`src/rtl/mapper90_irq_pkg.sv`:
```
// mapper90_irq_pkg
// Shared definitions for the mapper-90 scanline/cycle IRQ controller:
//   - register offsets within the $C000-$C007 window
//   - event-source, count-direction and prescaler-width encodings
//   - bit positions of the fields inside the mode register
//   - the load-value helper used by the prescaler and counter loads
package mapper90_irq_pkg;

  // Register offsets (cpu_addr[2:0])
  localparam logic [2:0] OFS_ENABLE = 3'd0;
  localparam logic [2:0] OFS_MODE   = 3'd1;
  localparam logic [2:0] OFS_ACK    = 3'd2;
  localparam logic [2:0] OFS_ARM    = 3'd3;
  localparam logic [2:0] OFS_PRE    = 3'd4;
  localparam logic [2:0] OFS_CNT    = 3'd5;
  localparam logic [2:0] OFS_XOR    = 3'd6;
  localparam logic [2:0] OFS_NONE   = 3'd7;

  // Mode register bit positions
  localparam int MODE_SRC_LSB   = 0;
  localparam int MODE_SRC_MSB   = 1;
  localparam int MODE_WIDTH_BIT = 2;
  localparam int MODE_DIR_LSB   = 6;
  localparam int MODE_DIR_MSB   = 7;

  typedef enum logic [1:0] {
    SRC_M2  = 2'b00,  // every m2 cycle
    SRC_A12 = 2'b01,  // filtered PPU A12 rise
    SRC_RD  = 2'b10,  // external PPU read event
    SRC_WR  = 2'b11   // any CPU write strobe
  } src_e;

  typedef enum logic [1:0] {
    DIR_HALT0 = 2'b00,
    DIR_UP    = 2'b01,
    DIR_DOWN  = 2'b10,
    DIR_HALT1 = 2'b11
  } dir_e;

  typedef enum logic {
    WIDTH_8 = 1'b0,
    WIDTH_3 = 1'b1
  } width_e;

  // Only the mode bits that influence behaviour are kept; bits [5:3] have
  // no function and are not stored.
  typedef struct packed {
    dir_e   dir;
    width_e width;
    src_e   src;
  } mode_t;

  function automatic mode_t decode_mode(input logic [7:0] data);
    mode_t m;
    m.dir   = dir_e'(data[MODE_DIR_MSB:MODE_DIR_LSB]);
    m.width = width_e'(data[MODE_WIDTH_BIT]);
    m.src   = src_e'(data[MODE_SRC_MSB:MODE_SRC_LSB]);
    return m;
  endfunction

  // Loads are XOR-scrambled, and additionally inverted when counting up so
  // that software writes "distance to wrap" in either direction.
  function automatic logic [7:0] load_value(input logic [7:0] data,
                                            input logic [7:0] xr,
                                            input logic       up);
    return data ^ xr ^ {8{up}};
  endfunction

endpackage

```
`src/rtl/mapper90_a12_filter.sv`:
```
// mapper90_a12_filter
// Turns the raw, asynchronous PPU A12 line into a one-cycle event on m2.
// A rise only counts after A12_FILTER consecutive low synchronised samples,
// which rejects the short A12 blips seen during background fetches.
//
// Ports
//   m2_i     : clock (CPU M2)
//   rst_n_i  : synchronous active-low reset
//   a12_i    : raw PPU A12
//   evt_o    : one-cycle filtered rise event (combinational from flops)
module mapper90_a12_filter #(
  parameter int A12_FILTER = 3
) (
  input  logic m2_i,
  input  logic rst_n_i,
  input  logic a12_i,
  output logic evt_o
);

  // A zero filter still needs one low sample to define a rise.
  localparam int LIMV = (A12_FILTER < 1) ? 1 : A12_FILTER;
  localparam int CW   = $clog2(LIMV + 1);
  localparam logic [CW-1:0] LIM = CW'(LIMV);

  logic [1:0]    sync_q, sync_d;
  logic [CW-1:0] low_q, low_d;
  logic          a12_s;

  assign a12_s = sync_q[1];

  always_comb begin
    sync_d = {sync_q[0], a12_i};
    low_d  = low_q;
    // Run length of low samples, saturating at the filter limit.
    if (a12_s) begin
      low_d = '0;
    end else if (low_q != LIM) begin
      low_d = low_q + 1'b1;
    end
  end

  always_ff @(posedge m2_i) begin
    if (!rst_n_i) begin
      sync_q <= '0;
      low_q  <= '0;
    end else begin
      sync_q <= sync_d;
      low_q  <= low_d;
    end
  end

  // low_q clears the cycle after A12 is seen high, so this is one cycle wide.
  assign evt_o = a12_s && (low_q >= LIM);

endmodule

```
`src/rtl/mapper90_irq_ctrl.sv`:
```
// mapper90_irq_ctrl
// Mapper-90 style IRQ block: a prescaler (8- or 3-bit) feeding an 8-bit
// counter, stepped up or down by a selectable event source. A counter wrap
// while enabled pulls the active-low IRQ, which stays low until acknowledged.
//
// Ports
//   m2           : CPU M2, the only clock
//   rst_n        : synchronous active-low reset
//   wr_en        : one-cycle CPU write strobe for $C000-$C007
//   wr_addr      : register offset
//   wr_data      : write data
//   ppu_a12      : raw PPU A12 (asynchronous)
//   ppu_rd_evt   : synchronised one-cycle PPU read event
//   irq          : active-low IRQ, registered
//   irq_en       : enable state
//   irq_count    : counter value
//   irq_prescale : prescaler value
module mapper90_irq_ctrl
  import mapper90_irq_pkg::*;
#(
  parameter int A12_FILTER = 3
) (
  input  logic       m2,
  input  logic       rst_n,
  input  logic       wr_en,
  input  logic [2:0] wr_addr,
  input  logic [7:0] wr_data,
  input  logic       ppu_a12,
  input  logic       ppu_rd_evt,
  output logic       irq,
  output logic       irq_en,
  output logic [7:0] irq_count,
  output logic [7:0] irq_prescale
);

  mode_t      mode_q, mode_d;
  logic [7:0] xor_q, xor_d;
  logic [7:0] pre_q, pre_d;
  logic [7:0] cnt_q, cnt_d;
  logic       en_q, en_d;
  logic       irq_q, irq_d;

  logic       a12_evt;
  logic       wr_enable, wr_mode, wr_ack, wr_arm, wr_pre, wr_cnt, wr_xor;
  logic       dir_up, dir_dn;
  logic       evt, step;
  logic [7:0] ld_val;
  logic [7:0] pre_inc, pre_dec, cnt_inc, cnt_dec;
  logic       pre_at_top, pre_at_zero;
  logic       pre_wrap, cnt_wrap;

  mapper90_a12_filter #(
    .A12_FILTER(A12_FILTER)
  ) u_a12_filter (
    .m2_i    (m2),
    .rst_n_i (rst_n),
    .a12_i   (ppu_a12),
    .evt_o   (a12_evt)
  );

  assign wr_enable = wr_en && (wr_addr == OFS_ENABLE);
  assign wr_mode   = wr_en && (wr_addr == OFS_MODE);
  assign wr_ack    = wr_en && (wr_addr == OFS_ACK);
  assign wr_arm    = wr_en && (wr_addr == OFS_ARM);
  assign wr_pre    = wr_en && (wr_addr == OFS_PRE);
  assign wr_cnt    = wr_en && (wr_addr == OFS_CNT);
  assign wr_xor    = wr_en && (wr_addr == OFS_XOR);

  assign dir_up = (mode_q.dir == DIR_UP);
  assign dir_dn = (mode_q.dir == DIR_DOWN);

  // Event source uses the registered mode, so a mode write only affects
  // events from the following cycle.
  always_comb begin
    evt = 1'b0;
    case (mode_q.src)
      SRC_M2:  evt = 1'b1;
      SRC_A12: evt = a12_evt;
      SRC_RD:  evt = ppu_rd_evt;
      SRC_WR:  evt = wr_en;
      default: evt = 1'b0;
    endcase
  end

  assign step   = evt && (dir_up || dir_dn);
  assign ld_val = load_value(wr_data, xor_q, dir_up);

  assign pre_inc = pre_q + 8'd1;
  assign pre_dec = pre_q - 8'd1;
  assign cnt_inc = cnt_q + 8'd1;
  assign cnt_dec = cnt_q - 8'd1;

  assign pre_at_top  = (mode_q.width == WIDTH_3) ? (pre_q[2:0] == 3'b111)
                                                 : (pre_q == 8'hFF);
  assign pre_at_zero = (mode_q.width == WIDTH_3) ? (pre_q[2:0] == 3'b000)
                                                 : (pre_q == 8'h00);

  // A load on the same cycle swallows the event for that register.
  assign pre_wrap = step && !wr_pre && (dir_up ? pre_at_top : pre_at_zero);
  assign cnt_wrap = pre_wrap && !wr_cnt &&
                    (dir_up ? (cnt_q == 8'hFF) : (cnt_q == 8'h00));

  always_comb begin
    pre_d = pre_q;
    if (wr_pre) begin
      if (mode_q.width == WIDTH_3) begin
        pre_d = {pre_q[7:3], ld_val[2:0]};
      end else begin
        pre_d = ld_val;
      end
    end else if (step) begin
      if (mode_q.width == WIDTH_3) begin
        pre_d = {pre_q[7:3], dir_up ? pre_inc[2:0] : pre_dec[2:0]};
      end else begin
        pre_d = dir_up ? pre_inc : pre_dec;
      end
    end
  end

  always_comb begin
    cnt_d = cnt_q;
    if (wr_cnt) begin
      cnt_d = ld_val;
    end else if (pre_wrap) begin
      cnt_d = dir_up ? cnt_inc : cnt_dec;
    end
  end

  always_comb begin
    mode_d = mode_q;
    xor_d  = xor_q;
    en_d   = en_q;
    if (wr_mode)   mode_d = decode_mode(wr_data);
    if (wr_xor)    xor_d  = wr_data;
    if (wr_enable) en_d   = wr_data[0];
    if (wr_ack)    en_d   = 1'b0;
    if (wr_arm)    en_d   = 1'b1;
  end

  // The enable written this cycle gates a coincident wrap, so arming and
  // wrapping together raises the IRQ; an acknowledge always wins.
  always_comb begin
    irq_d = irq_q;
    if (wr_ack) begin
      irq_d = 1'b1;
    end else if (cnt_wrap && en_d) begin
      irq_d = 1'b0;
    end
  end

  always_ff @(posedge m2) begin
    if (!rst_n) begin
      mode_q <= '0;
      xor_q  <= '0;
      pre_q  <= '0;
      cnt_q  <= '0;
      en_q   <= 1'b0;
      irq_q  <= 1'b1;
    end else begin
      mode_q <= mode_d;
      xor_q  <= xor_d;
      pre_q  <= pre_d;
      cnt_q  <= cnt_d;
      en_q   <= en_d;
      irq_q  <= irq_d;
    end
  end

  assign irq          = irq_q;
  assign irq_en       = en_q;
  assign irq_count    = cnt_q;
  assign irq_prescale = pre_q;

endmodule
```
`config.mk`:
```
export PLATFORM = sky130hd
export DESIGN_NAME = mapper90_irq_ctrl
export DESIGN_NICKNAME = d
export VERILOG_FILES = /design/src/rtl/mapper90_irq_pkg.sv /design/src/rtl/mapper90_a12_filter.sv /design/src/rtl/mapper90_irq_ctrl.sv
export SDC_FILE = /design/constraint.sdc
export NUM_CORES = 1
export LEC_CHECK = 0
export ABC_CLOCK_PERIOD_IN_PS = 3300
export BUFFER_PORTS_ARGS = -buffer_cell sky130_fd_sc_hd__buf_2
export CAP_MARGIN = 30
export CORE_ASPECT_RATIO = 1.4
export CORE_MARGIN = 5
export CORE_UTILIZATION = 57
export DETAILED_ROUTE_END_ITERATION = 16
export GPL_TIMING_DRIVEN = 0
export PLACE_DENSITY = 0.87
export SKIP_CTS_REPAIR_TIMING = 1
export SKIP_LAST_GASP = 1
export SLEW_MARGIN = 15
export SYNTH_ARGS = -nofsm -noshare
export SYNTH_HDL_FRONTEND = slang
export SYNTH_SLANG_ARGS = --single-unit
```
`constraint.sdc`:
```
create_clock -name m2 -period 3.3 [get_ports m2]
set_clock_uncertainty 0.2 [all_clocks]
set_input_delay 0.33 -clock m2 [delete_from_list [all_inputs] [get_ports m2]]
set_output_delay 0.33 -clock m2 [all_outputs]
set_load 0.05 [all_outputs]
```
# Yosys cells after proc, flatten, opt, wreduce, memory -nomap -nowiden
# Index checks and enable logic that the tools add are counted.
# totals
elab_cells,81
register_bits,35
out_inout_bits,18
# classes
n_eq_ne,17
magnitude_cmp,1
reduce_logical,27
mux,17
n_bitwise,3
addsub,5
# op_table
operator,count
$mux W8,8
$add A8 B1 Y8 const B,2
$eq A8 B8 Y1 const B,2
$logic_not A8 Y1,2
$sub A8 B1 Y8 const B,2
$xor A8 B8 Y8,2
$logic_and A1 B1 Y1,14
$eq A3 B3 Y1 const B,4
$mux W1,7
$eq A2 B2 Y1 const B,3
$eq A3 B2 Y1 const B,2
$logic_not A3 Y1,2
$ne A2 B2 Y1 const B,3
$eq A2 B1 Y1 const B,2
$pmux W1 S4,1
$reduce_bool A2 Y1,2
$reduce_or A2 Y1,2
$eq A3 B1 Y1 const B,1
$mux W3,1
$reduce_and A3 Y1,1
$add A2 B1 Y2 const B,1
$ge A2 B2 Y1 const B,1
$logic_not A1 Y1,2
$logic_not A2 Y1,1
2 further kinds,2

# Logic depth before layout (Yosys ltp)
# logic_depth
depth_word,9
ltp_mapped,11
mapped_depth_nobuf,9

# Cells and area by module
# Synthesis repeated with hierarchy kept, for this count alone.
# unflattened
hier_cells,278
hier_area_um2,2302.2
# modules_own_cells
module,seq_area_each_um2,cells_per_inst,area_per_inst_um2,n_inst
mapper90_irq_ctrl,620.6,265,2157.1,1
mapper90_a12_filter,80.1,13,145.1,1

# Worst setup path before layout
# Ideal clock, no wire load.
# synth_timing
path_kind,register to register
from,reg mode_q[4] (netlist bit)
to,"reg cnt_q[7], in the netlist irq_count[7]"
stages_incl_launch_ff,12
t_arrival_ns,2.354
period_less_slack_ns,2.641
required_ns,3.013
path_buffers,2
slack_ns,0.659
setup_ns,0.087
cell_sequence,dfxtp_1 -> inv_1 -> ha_1 -> buf_2 -> buf_2 -> inv_1 -> ha_1 -> a211oi_1 -> o21bai_1 -> o41ai_1 -> xnor2_1 -> o31ai_1
# synth_via
elab_chain_len,6
elab_cells_between_ends,12
cone_classes,eq/ne (2); mux (4); bitwise (1); reduce/logical (5)
# synth_rtl
element,line,source
"start, declared",mapper90_irq_ctrl.sv:36,"mode_t mode_q, mode_d;"
"start signal, assigned",mapper90_irq_ctrl.sv:160,mode_q <= mode_d;
$eq A2 B1 Y1 or $eq A2 B2 Y1 (tied branches),"mapper90_irq_ctrl.sv:69, mapper90_irq_ctrl.sv:70",
$logic_or A1 B1 Y1,mapper90_irq_ctrl.sv:85,assign step = evt && (dir_up || dir_dn);
$logic_and A1 B1 Y1,mapper90_irq_ctrl.sv:85,
$logic_and A1 B1 Y1 (2 in series),mapper90_irq_ctrl.sv:99,assign pre_wrap = step && !wr_pre && (dir_up ? pre_at_top : pre_at_zero);
$reduce_bool A2 Y1 (no source line),n/a,
"end signal, assigned",mapper90_irq_ctrl.sv:163,cnt_q <= cnt_d;
"end, declared",mapper90_irq_ctrl.sv:39,"logic [7:0] cnt_q, cnt_d;"
# Parallel ways exist; a longest one is shown, timed or not. The select of a mux whose other input is x is not followed.
# A chain may end at the register's enable or synchronous reset.

# Final worst setup path
# layout_timing
from,reg mode_q[4] (netlist bit)
to,"reg cnt_q[6], in the netlist irq_count[6]"
# Same word-level chain as after synthesis.

==> flow_summary.rst <==
.. list-table::
   :header-rows: 1

   * - Metric
     - Value
   * - Delay of the slowest cell on the worst path
     - roughly 460 ps
   * - TritonCTS clock tree
     - done
   * - Floorplan row count
     - 27
   * - Total routing usage reported by global routing
     - 0.217
   * - Reported max-cap violation count
     - 0
   * - Leakage power summed over all cells
     - 1.00 nW
   * - Data arrival, critical path
     - approximately 3000 ps
   * - Type of destination of the critical path
     - register
   * - Beginning of the worst register-to-register path
     - mode_q[4]
   * - Top library cells by usage in the layout, fill and taps aside
     - 36 x sky130_fd_sc_hd__buf_2, 35 x sky130_fd_sc_hd__dfxtp_1, 27 x sky130_fd_sc_hd__nand2_1
   * - Path type of the worst min-delay path
     - in2reg
   * - Max FO, Critical Path
     - 10
   * - Final period util
     - 0.921
   * - YS warnings
     - 0
   * - Cell count of the worst reg-to-reg path
     - 11
   * - Register-to-register path setup slack
     - between 200 and 300 ps
   * - Number of buffers created by CTS
     - 5
   * - Power Density
     - roughly 420 nW/um2
   * - Sequential cell area fraction in the yosys report
     - 0.315
   * - Leading cell types by total area after synthesis
     - sky130_fd_sc_hd__dfxtp_1 31%, sky130_fd_sc_hd__ha_1 6.7%, sky130_fd_sc_hd__xnor2_1 6.3%
   * - Die extent in x
     - 62.8 um
   * - Data required time of the worst path
     - approximately 3300 ps
   * - Detail-routed net length per standard cell
     - roughly 16 um
   * - Clock root buffer master
     - sky130_fd_sc_hd__clkbuf_8
   * - Peak Freq
     - about 0.33 GHz
   * - Number of DRC markers after the initial detailed-route iteration
     - 164
   * - Critical path cell sequence
     - inv_1, ha_1, buf_2, clkbuf_4, inv_1, fa_1, a211oi_1, o21bai_1, a21oi_1, xor2_1, o31ai_1
   * - Min-Delay Endpoint
     - u_a12_filter.sync_q[0]
   * - Antenna diode count
     - 0
   * - Post-detail-place hpwl
     - 4.21 mm
   * - Area after DPL
     - approximately 2400 um2
   * - Relative max-transition margin
     - 0.430
   * - Measured slew at the worst slew-check pin
     - 848 ps
   * - Final weighted congestion of routability-driven global placement
     - a little over 0.9
   * - Worst Min Path Start
     - ppu_a12
   * - Number of enable flip-flop cells after synthesis
     - 0
   * - Pin count of the biggest net entering global routing
     - 11
   * - Hold Path Cell Cnt
     - 2
   * - Post-synth ARST share
     - 0
   * - Clock insertion delay at the later pin of the skew report
     - 290 ps
   * - Wire length of the first global-routing pass
     - 9.30 mm
   * - Number of global-route vias before repair
     - between 2000 and 2500
   * - Setup violation total in the final timing report
     - 0
   * - Run status
     - finished, final reports clean
   * - Post-Place Cells
     - between 300 and 400
   * - Post-route cell area
     - between 2000 and 3000 um2
   * - CTS H-tree lvls
     - 2
   * - RSZ-0062 raised after global routing
     - false
   * - Nets in the synthesized netlist
     - slightly below 300
   * - Clock Pin Slew Worst Setup and Hold Paths
     - about 70 ps
   * - Final Hold Viols
     - 0
   * - Initial antenna violation count
     - 0
   * - 1st-pass router iterations
     - 4
   * - Bufs on Longest Clock Path
     - 2
   * - Total Wirelength
     - 5.71 mm
   * - Share of the synthesized area in the top cell type
     - 0.315
   * - Worst-path cell with the longest stage delay
     - sky130_fd_sc_hd__fa_1
   * - Mean instance size in the synthesized netlist
     - ~8.4 um2
   * - End of the worst register-to-register path
     - irq_count[6]
   * - Remaining DRCs
     - 0
   * - Initial Util
     - 0.578
   * - Number of slew-limit violations in the final report
     - 0
   * - Via density per instance
     - 6.10
   * - Non-filler instance count after layout
     - 348
   * - Overflow left after global routing
     - 0
   * - Overall die area
     - 5270 um2
   * - Top Family by Delay on Critical Path
     - compound AO/OA/AOI/OAI gates
   * - Number of buffers and inverters on the critical path
     - 4
   * - Synthesized flop and latch total
     - 35
   * - Area growth from synthesis to layout
     - 13.9%
   * - Sink count of the clock tree
     - 35
   * - CP startpoint kind
     - register
   * - Most common cell after layout, fill and taps aside
     - sky130_fd_sc_hd__buf_2
   * - Library cell occupying the most area in the post-synthesis netlist
     - sky130_fd_sc_hd__dfxtp_1
   * - Minimum clock period after layout
     - 3040 ps
   * - Num ports
     - 34
   * - Sum of negative setup slack
     - 0 ps
   * - Max VDD drop
     - 0.333 mV
   * - Type of the setup path with the least slack
     - reg2reg
   * - Area of the core region
     - roughly 3900 um2
   * - Die Y
     - between 80 and 90 um
   * - Total via count after detailed routing
     - between 2000 and 2500
   * - Dominant register cell in the synthesized netlist
     - sky130_fd_sc_hd__dfxtp_1
   * - Count of nets after finishing
     - 333
   * - Post-Synthesis Cells
     - approximately 260
   * - Area of the mapped netlist
     - around 2200 um2
   * - Filler instances
     - roughly 340
   * - Port bufs
     - 33
   * - Count of nets left with antenna violations after detail routing
     - 0
   * - Synth unique cells
     - 52
   * - Ratio of cells with drive above 1 in the final layout
     - 0.164
   * - Library cell appearing most often on the critical path
     - sky130_fd_sc_hd__inv_1
cell type report:
type,count,area (um2),area share
multi-input combinational,207,1430,0.565
sequential,35,701,0.276
timing repair buffer,33,165,0.0652
clock buffer,7,76.3,0.0301
buffer,15,75.1,0.0296
tap,43,53.8,0.0212
inverter,7,26.3,0.0104
clock inverter,1,5.00,0.00197
sequential cells by signal, indices dropped and copies added, names as in the netlist:
signal	flops
mode_q	5
u_a12_filter.low_q	2
irq_prescale	8
u_a12_filter.sync_q	2
irq_count	8
xor_q	8
irq	1
irq_en	1
layer usage:
| metal | track usage | up-vias | routed length, um |
|---|---|---|---|
| met4 | 0.104 | 0 | 170 |
| met1 | 0.255 | 985 | 2320 |
| met3 | 0.0445 | 19 | 329 |
| li1 | - | 1047 | - |
| met2 | 0.369 | 71 | 2890 |
| met5 | 0 | - | 0 |
Yosys cell counts (all sizes together) (3+ instances only):
master and number:
a211oi 4, inv 7, nor3 3, o31ai 4, nor3b 3, nand2b 4, ha 12, nor2 20
nor2b 4, o21ai 9, dfxtp 35, nor4 6, nand4 6, clkbuf 9, o211ai 4, a31oi 6
a22oi 3, mux2i 11, nand3 5, xor2 11, nand2 27, or4 5, buf 6, a21oi 14
xnor2 16, o21bai 3
how the worst max path moves through the flow:
| stage | from | end | slack [ps] | cells past startpoint |
|---|---|---|---|---|
| after global placement | mode_q[4] | irq_count[7] | 170 | 11 |
| final | mode_q[4] | irq_count[6] | 260 | 11 |
| after detailed placement | mode_q[4] | irq_count[7] | 150 | 11 |
| after floorplan | mode_q[4] | irq_count[7] | 660 | 11 |
| after CTS | mode_q[4] | irq_count[7] | 130 | 11 |
| after global routing | mode_q[4] | irq_count[6] | 40 | 11 |
cell families (layout without fill, tap and decap cells):
kind of cell / Yosys count / count (layout) / synth area share
and+or+nand+nor: 94 / 94 / 0.219
DFF: 35 / 35 / 0.315
AOI/OAI and AO/OA: 62 / 62 / 0.190
muxes: 11 / 11 / 0.0495
xor gates and xnor gates: 27 / 27 / 0.106
adders and majority gates: 13 / 13 / 0.0765
buffers and inverters: 22 / 63 / 0.0444
stage by stage:
stage | power (mW) | setup WS, ps | hold WS (ps) | utilization
2_1_floorplan | 0.690 | 659 | 212 | -
3_3_place_gp | 0.753 | 174 | 223 | 0.635
3_5_place_dp | 0.760 | 151 | 229 | 0.635
4_1_cts | 1.07 | 133 | 43.9 | 0.656
5_1_grt | 1.12 | 36.8 | 63.3 | 0.658
6_report | 1.07 | 262 | 53.0 | 0.658
report_power, final:
part,total (mW),switching [mW],internal [mW]
logic,0.291,0.177,0.113
clock network,0.308,0.160,0.148
registers,0.469,0.0245,0.444
(Power assumes the default switching activity.)
